$ cat src/rtl/uart_frame_tx.sv
// uart_frame_tx: framed telemetry UART transmitter.
// On an accepted rising edge of trigger, snapshots NUM_CH channel words and sends
// AA 55 LEN payload CHK, where CHK = (LEN + sum of payload bytes) mod 256.
// Each channel is zero-extended to whole bytes and sent MSB byte first.
// Ports:
//   clk, reset_n : system clock, asynchronous active-low reset
//   en           : trigger enable (does not abort a frame in flight)
//   trigger      : frame request level; rising edge starts a frame
//   ch_data      : channel i at [i*CH_W +: CH_W]
//   uart_tx      : serial line, idle high
//   busy         : frame in flight
//   frame_done   : one-cycle pulse in the last cycle of the final stop bit
//   drop_cnt     : saturating count of triggers rejected while busy
module uart_frame_tx #(
   parameter int unsigned BPS_NUM   = 645,
   parameter int unsigned NUM_CH    = 4,
   parameter int unsigned CH_W      = 43,
   parameter int unsigned PARITY    = 0,
   parameter int unsigned STOP_BITS = 1
) (
   input  logic                     clk,
   input  logic                     reset_n,
   input  logic                     en,
   input  logic                     trigger,
   input  logic [NUM_CH*CH_W-1:0]   ch_data,
   output logic                     uart_tx,
   output logic                     busy,
   output logic                     frame_done,
   output logic [7:0]               drop_cnt
);

   localparam int unsigned BPC      = (CH_W + 7) / 8;
   localparam int unsigned LEN      = NUM_CH * BPC;
   localparam int unsigned SNAP_W   = LEN * 8;
   localparam int unsigned STOP_LEN = STOP_BITS * BPS_NUM;

   localparam logic [16:0] BIT_LAST  = 17'(BPS_NUM - 1);
   localparam logic [16:0] STOP_LAST = 17'(STOP_LEN - 1);
   localparam logic [16:0] STOP_PRE  = 17'(STOP_LEN - 2);
   localparam logic [8:0]  IDX_CHK   = 9'(LEN + 3);
   localparam logic [7:0]  LEN_B     = 8'(LEN);

   if (LEN > 255) begin : gen_len_chk
      $error("uart_frame_tx: NUM_CH*ceil(CH_W/8) must not exceed 255");
   end
   if (PARITY > 2) begin : gen_par_chk
      $error("uart_frame_tx: PARITY must be 0, 1 or 2");
   end
   if (STOP_BITS < 1 || STOP_BITS > 2) begin : gen_stop_chk
      $error("uart_frame_tx: STOP_BITS must be 1 or 2");
   end

   typedef enum logic [2:0] {StIdle, StStart, StData, StParity, StStop} state_e;

   state_e              st_q;
   logic                trig_q;
   logic                tx_q;
   logic                busy_q;
   logic                frame_done_q;
   logic [7:0]          drop_q;
   logic [16:0]         cnt_q;
   logic [2:0]          bit_idx_q;
   logic [8:0]          byte_idx_q;
   logic [7:0]          sh_q;
   logic                par_q;
   logic [7:0]          chk_q;
   logic [SNAP_W-1:0]   snap_q;
   logic [SNAP_W-1:0]   snap_d;

   logic                rise;
   logic                accept;
   logic                reject;
   logic [8:0]          ld_idx;
   logic                ld_payload;
   logic [7:0]          ld_byte;

   function automatic logic par_of(input logic [7:0] b);
      return (PARITY == 1) ? ~^b : ^b;
   endfunction

   assign rise   = trigger & ~trig_q;
   assign accept = rise & en & ~busy_q;
   assign reject = rise & en & busy_q;

   // Payload in transmit order, payload byte k at [k*8 +: 8], so the frame can
   // be emitted by shifting the snapshot right one byte at a time.
   always_comb begin
      logic [BPC*8-1:0] word;
      snap_d = '0;
      word   = '0;
      for (int unsigned c = 0; c < NUM_CH; c++) begin
         word           = '0;
         word[CH_W-1:0] = ch_data[c*CH_W +: CH_W];
         for (int unsigned b = 0; b < BPC; b++) begin
            snap_d[(c*BPC + b)*8 +: 8] = word[(BPC-1-b)*8 +: 8];
         end
      end
   end

   // Source of the byte loaded at the end of the current stop period.
   always_comb begin
      ld_idx     = byte_idx_q + 9'd1;
      ld_payload = (ld_idx >= 9'd3) && (ld_idx < IDX_CHK);
      if (ld_idx == 9'd1) begin
         ld_byte = 8'h55;
      end else if (ld_idx == 9'd2) begin
         ld_byte = LEN_B;
      end else if (ld_payload) begin
         ld_byte = snap_q[7:0];
      end else begin
         ld_byte = chk_q;
      end
   end

   always_ff @(posedge clk or negedge reset_n) begin
      if (!reset_n) begin
         st_q         <= StIdle;
         trig_q       <= 1'b0;
         tx_q         <= 1'b1;
         busy_q       <= 1'b0;
         frame_done_q <= 1'b0;
         drop_q       <= 8'd0;
         cnt_q        <= '0;
         bit_idx_q    <= '0;
         byte_idx_q   <= '0;
         sh_q         <= '0;
         par_q        <= 1'b0;
         chk_q        <= '0;
         snap_q       <= '0;
      end else begin
         trig_q       <= trigger;
         frame_done_q <= 1'b0;
         cnt_q        <= cnt_q + 17'd1;
         if (reject && drop_q != 8'hFF) begin
            drop_q <= drop_q + 8'd1;
         end
         case (st_q)
            StIdle: begin
               cnt_q <= '0;
               if (accept) begin
                  st_q       <= StStart;
                  tx_q       <= 1'b0;
                  busy_q     <= 1'b1;
                  snap_q     <= snap_d;
                  sh_q       <= 8'hAA;
                  par_q      <= par_of(8'hAA);
                  chk_q      <= '0;
                  byte_idx_q <= '0;
               end
            end
            StStart: begin
               if (cnt_q == BIT_LAST) begin
                  cnt_q     <= '0;
                  st_q      <= StData;
                  tx_q      <= sh_q[0];
                  bit_idx_q <= '0;
               end
            end
            StData: begin
               if (cnt_q == BIT_LAST) begin
                  cnt_q <= '0;
                  if (bit_idx_q == 3'd7) begin
                     if (PARITY != 0) begin
                        st_q <= StParity;
                        tx_q <= par_q;
                     end else begin
                        st_q <= StStop;
                        tx_q <= 1'b1;
                     end
                  end else begin
                     bit_idx_q <= bit_idx_q + 3'd1;
                     sh_q      <= sh_q >> 1;
                     tx_q      <= sh_q[1];
                  end
               end
            end
            StParity: begin
               if (cnt_q == BIT_LAST) begin
                  cnt_q <= '0;
                  st_q  <= StStop;
                  tx_q  <= 1'b1;
               end
            end
            StStop: begin
               // Registered pulse: set one cycle early so it lands on the last cycle.
               if (byte_idx_q == IDX_CHK && cnt_q == STOP_PRE) begin
                  frame_done_q <= 1'b1;
               end
               if (cnt_q == STOP_LAST) begin
                  cnt_q <= '0;
                  if (byte_idx_q == IDX_CHK) begin
                     st_q   <= StIdle;
                     busy_q <= 1'b0;
                  end else begin
                     st_q       <= StStart;
                     tx_q       <= 1'b0;
                     byte_idx_q <= ld_idx;
                     sh_q       <= ld_byte;
                     par_q      <= par_of(ld_byte);
                     if (ld_payload) begin
                        snap_q <= snap_q >> 8;
                     end
                     // Header bytes are excluded; LEN and payload are summed.
                     if (ld_payload || ld_idx == 9'd2) begin
                        chk_q <= chk_q + ld_byte;
                     end
                  end
               end
            end
            default: st_q <= StIdle;
         endcase
      end
   end

   assign uart_tx    = tx_q;
   assign busy       = busy_q;
   assign frame_done = frame_done_q;
   assign drop_cnt   = drop_q;

endmodule
$ cat config.mk
export PLATFORM = sky130hd
export DESIGN_NAME = uart_frame_tx
export DESIGN_NICKNAME = d
export VERILOG_FILES = /design/src/rtl/uart_frame_tx.sv
export SDC_FILE = /design/constraint.sdc
export NUM_CORES = 1
export LEC_CHECK = 0
export ABC_AREA = 1
export CORE_MARGIN = 5
export CORE_UTILIZATION = 50
export DETAILED_ROUTE_END_ITERATION = 8
export PLACE_DENSITY = 0.75
export REMOVE_ABC_BUFFERS = 1
export SLEW_MARGIN = 5
export SYNTH_ARGS = -nofsm -noshare
export SYNTH_HDL_FRONTEND = slang
export SYNTH_SLANG_ARGS = --single-unit
$ cat constraint.sdc
create_clock -name clk -period 4.3 [get_ports clk]
set_clock_uncertainty 0.05 [all_clocks]
set_input_delay 1.075 -clock clk [delete_from_list [all_inputs] [get_ports clk]]
set_output_delay 1.075 -clock clk [all_outputs]
set_load 0.02 [all_outputs]
# ---- Word-level counts from Yosys, hierarchy flattened
# Index checks and enable logic that the tools add are counted.
dict set report totals {
  out_inout_bits 11
  ff_bits 252
  latchBits 0
  ramBits 0
  elab_cells 116
  mem_count 0
  romBits 0
}
dict set report classes {
  add_sub_neg 5
  order_cmp 2
  eq_ne 22
  mul 0
  reduce_logical 18
  n_div 0
  bitwise 6
  mux 51
  shifts 0
}
# cell count
set op_table {}
lappend op_table {{two-way mux 192 bit} 4}
lappend op_table {{case mux 192 bit (2 select lines)} 1}
lappend op_table {{two-way mux 8 bit} 12}
lappend op_table {{equality test 17 x 10 -> 1 bit, second input constant} 2}
lappend op_table {{case mux 17 bit (2 select lines)} 1}
lappend op_table {{two-way mux 3 bit} 9}
lappend op_table {{two-way mux 9 bit} 3}
lappend op_table {{case mux 8 bit (3 select lines)} 1}
lappend op_table {{!= test 2 bit, second input constant} 11}
lappend op_table {{case mux 9 bit (2 select lines)} 1}
lappend op_table {{adder 17 x 1 -> 17 bit, second input constant} 1}
lappend op_table {{two-way mux 17 bit} 1}
lappend op_table {{case mux 8 bit (2 select lines)} 1}
lappend op_table {{case mux 3 bit (5 select lines)} 1}
lappend op_table {{two-way mux 1 bit} 13}
lappend op_table {{AND reduction 4 bit} 3}
lappend op_table {{AND reduction 6 bit} 2}
lappend op_table {{AND reduction 5 bit} 2}
lappend op_table {{adder 9 x 1 -> 9 bit, second input constant} 1}
lappend op_table {{equality test 9 x 1 -> 1 bit, second input constant} 1}
lappend op_table {{equality test 9 x 2 -> 1 bit, second input constant} 1}
lappend op_table {{equality test 9 x 5 -> 1 bit, second input constant} 1}
lappend op_table {{greater-or-equal comparator 9 x 2 -> 1 bit, second input constant} 1}
lappend op_table {{< comparator 9 x 5 -> 1 bit, second input constant} 1}
lappend op_table {{20 further kinds} 29}

# ---- Depth between registers and ports, before layout
dict set report depth {
  depth_word 11
  mapped_depth 26
  ltp_nobuf 25
}

# ---- Least setup slack after synthesis
# Ideal clock, no wire load.
dict set report synth_path {
  path_kind {flip-flop to flip-flop}
  startpoint {register byte_idx_q[0]}
  endpoint {register chk_q[6]}
  path_slack_ps 1133
  stages_incl_launch_ff 22
  required_time_ps 4122
  setup_time_ps 128
  arrival_time_ps 2990
  path_buffers 1
  path_cell_list {dfrtp_1 > ha_1 > nand3_2 > o21ai_1 > nand2_1 > nor2_2 > nand3_1 > nand2_2 > nand2_1 > buf_2 > nand2_1 > nand3_1 > nand2_1 > ha_1 > inv_1 > fa_1 > o21ai_0 > nand2_1 > nand2_1 > a21oi_1 > xor2_1 > o22ai_1}
}
dict set report synth_between {
  elab_chain_len 11
  elab_cells_between_ends 19
  cone_classes {2 x add/sub; 2 x order compare; 5 x eq/ne; 7 x mux; 3 x reduce/logical}
}
# element line
set synth_rtl {}
lappend synth_rtl {{from (decl)} 63} ;# logic [8:0] byte_idx_q;
lappend synth_rtl {{from (signal assigned)} 197} ;# byte_idx_q <= ld_idx;
lappend synth_rtl {{adder 9 x 1 -> 9 bit} 102} ;# ld_idx = byte_idx_q + 9'd1;
lappend synth_rtl {{greater-or-equal comparator 9 x 2 -> 1 bit or < comparator 9 x 5 -> 1 bit (tied branches)} 103} ;# ld_payload = (ld_idx >= 9'd3) && (ld_idx < IDX_CHK);
lappend synth_rtl {{logical AND 1 bit} 103}
lappend synth_rtl {{two-way mux 8 bit} 108} ;# end else if (ld_payload) begin
lappend synth_rtl {{two-way mux 8 bit} 106} ;# end else if (ld_idx == 9'd2) begin
lappend synth_rtl {{two-way mux 8 bit} 104} ;# if (ld_idx == 9'd1) begin
lappend synth_rtl {{adder 8 bit} 205} ;# chk_q <= chk_q + ld_byte;
lappend synth_rtl {{two-way mux 8 bit} 204} ;# if (ld_payload || ld_idx == 9'd2) begin
lappend synth_rtl {{two-way mux 8 bit} 191} ;# if (byte_idx_q == IDX_CHK) begin
lappend synth_rtl {{two-way mux 8 bit} 189} ;# if (cnt_q == STOP_LAST) begin
lappend synth_rtl {{case mux 8 bit (2 select lines)} 137} ;# case (st_q)
lappend synth_rtl {{to (signal assigned)} 205}
lappend synth_rtl {{to (decl)} 66} ;# logic [7:0] chk_q;
# Several ways; a longest one is shown, not always the timed one. The select of a mux whose other input is x is not followed.
# A chain may end at the register's enable or synchronous reset.

# ---- Worst setup path in the final report
# Ends and elaborated chain as after synthesis.

==> flow_metrics.tcl <==
set metrics [dict create \
    max_slew_margin_pct 26.1 \
    critPathLaunchType "flip-flop" \
    core_um2 24500 \
    drive_gt1_share_pct 4.96 \
    syn_area_um2 12500 \
    fmax_ghz 0.269 \
    internal_power_w 0.00600 \
    p_total_w 0.00966 \
    post-dp-hpwl_um 18800 \
    detail-route-antenna-nets 0 \
    p_per_area_nw_per_um2 629 \
    yosysWarnings 0 \
    setup_viol 0 \
    finalCritPeriodShare_pct 86.6 \
    p_comb_share_pct 38.3 \
    seq_area_frac_synth_pct 50.6 \
    synth_cell_types 44 \
    detail_route.first_pass.iterations 6 \
    final_common_cell "nand2_1" \
    vias 10400 \
    drtIter0Drc 783 \
    hold_class "reg2reg" \
    ys_ff_latch 252 \
    cts.clk_slew.worst_paths_ps 60 \
    clock-sinks 252 \
    cts_made_buffers 28 \
    multi_input_area_um2 4860 \
    grt_usage_pct 19.8 \
    grt_max_degree 217 \
    ff_latch_area_um2 6310 \
    required_ps 4660 \
    finish.utilization_pct 62.8 \
    endpoint_kind "flip-flop" \
    rsz0062_at_grt "false" \
    placementRows 57 \
    syn2layout_area_growth_pct 23.2 \
    drv_slew 0 \
    hold_slack_ps 435 \
    p_sw_share_pct 37.9 \
    async_flop_share_pct 100 \
    clock_latency_ps 550 \
    io_pins 187 \
    finalWorstSetupSlack_ps 578 \
    tritoncts "yes" \
    dpl_worst_slack_ps 671 \
    critPathMaxFanout 11 \
    syn-instance-count 1489 \
    ctsResizeCount 0 \
    post_cts_buffers 0 \
    final_cell_mix "nand2_1 (301), dfrtp_1 (251), inv_1 (212)" \
    worstMarginPinSlew_ps 1110 \
    drc 0 \
    arrival_ps 4090 \
    seqPwrFrac_pct 38.4 \
    avgSynthCellArea_um2 8.37 \
    fin_crit_ps 3720 \
    fp.dieW_um 168 \
    p_sw_w 0.00366 \
    vdd_ir_drop_max_v 0.000310 \
    ctsHoldBuffers 0 \
    first_global_vias 10100 \
    worstSetupPathType "reg2reg" \
    start_util_pct 50.9 \
    avgRoutedWirePerCell_um 14.2 \
    cts-htree-levels 1 \
    die_h_um 168 \
    routabilityCongestion 0.894 \
    clkPwrFrac_pct 23.4 \
    synth-edff-count 0 \
    io_buffers 186 \
    die-area_um2 28200 \
    fill_cells 2093 \
    synth_ff_type "dfrtp_1" \
    finalHoldViolations 0 \
    vias_per_cell 5.26 \
    status "complete, no violations" \
    final_nets 1829 \
    grt_overflow 0 \
    clk_path_buf_depth 3 \
    grt_pass1_wl_um 47700 \
    leakage_nw 6.58 \
    grt_antenna_before_repair 1 \
    ctsRootBufferMaster "clkbuf_16" \
    max-cap-violations 0 \
    wl_um 28100 \
]
==> critical path, stage by stage, from the launching register on <==
cell	delay (ps)
dfrtp_1	430
ha_1	280
nand3_2	150
o21ai_1	150
nand2_1	110
nor2_2	170
nand3_1	110
nand2_2	150
nand2_1	250
nand2_1	130
nand3_1	80
nand2_1	90
ha_1	210
inv_1	70
fa_1	400
o21ai_0	310
nand2_1	90
nand2_1	70
a21oi_1	70
xor2_1	150
o22ai_1	90
==> stage by stage <==
step	setup TNS [ps]	instances	cell area, µm²
2_1_floorplan	-1116300	1404	12000
3_3_place_gp	0	1930	14500
3_5_place_dp	0	1930	14500
4_1_cts	0	1977	15400
5_1_grt	0	1978	15400
6_report	0	1978	15400
==> state kept, by name, indices dropped and copies added, names as in the netlist, 3 cells and up <==
| name | cells |
|---|---|
| sh_q | 8 |
| st_q | 3 |
| drop_cnt | 8 |
| cnt_q | 17 |
| snap_q | 192 |
| byte_idx_q | 9 |
| chk_q | 8 |
| bit_idx_q | 3 |
==> layout make-up <==
type | instances | share of cell area, %
antenna | 1 | 0.0163
clock buffer | 41 | 5.34
clock inverter | 6 | 0.383
inverter | 218 | 5.38
multi-input combinational | 934 | 31.7
sequential | 252 | 41.1
tap | 324 | 2.64
timing repair buffer | 202 | 13.5
==> synthesized netlist by cell type (9+ instances only) <==
library cell  instances  area, µm²
a21oi_1              26        130
a31oi_1              23        144
buf_2                19       95.1
buf_6                14        158
clkbuf_1             40        150
dfrtp_1             251       6280
ha_1                 16        200
inv_1               212        796
nand2_1             301       1130
nand3_1              66        330
nand4_1              10       62.6
nor2_1               75        282
nor3_1               15       75.1
o211ai_1            125        938
o21ai_0              63        315
o21ai_1             151        756
o22ai_1               9       56.3
xor2_1               11       96.3
==> cells by family (layout without fill, tap and decap cells) <==
family	count (synthesis)	after routing	synth area share, %
compound gates	405	405	19.3
xor+xnor	18	18	1.27
fa+ha+maj	17	17	1.77
buf+inv	303	467	10.4
flops	252	252	50.6
other cells	0	1	0
simple gates	494	494	16.7
==> per-layer routing <==
metal / vias up / global-route usage, % / part of all wire [%]
met3: 45 / 3.26 / 5.4
met1: 4869 / 28.2 / 45
met4: 0 / 4.59 / 1.9
met5: - / 0 / 0
li1: 5238 / - / -
met2: 247 / 32.0 / 47
==> power by group through the flow <==
stage               clock network, W  logic [W]  registers, W
floorplan                          0    0.00270       0.00368
global placement                   0    0.00356       0.00371
detailed placement                 0    0.00368       0.00374
CTS                          0.00231    0.00371       0.00371
global route                 0.00242    0.00425       0.00381
finish                       0.00226    0.00370       0.00371
==> final timing paths <==
path / startpoint / end / slack (ps) / cells after the start
max in group asynchronous: reset_n / snap_q[100] / 2840 / 2
worst min register to register: snap_q[22] / snap_q[22] / 440 / 2
worst min-delay path: snap_q[22] / snap_q[22] / 440 / 2
min in group asynchronous: reset_n / cnt_q[7] / 510 / 1
worst max-delay path: byte_idx_q[0] / chk_q[6] / 580 / 20
worst max register to register: byte_idx_q[0] / chk_q[6] / 580 / 20
Note: power is estimated with default switching activity, not from simulation.
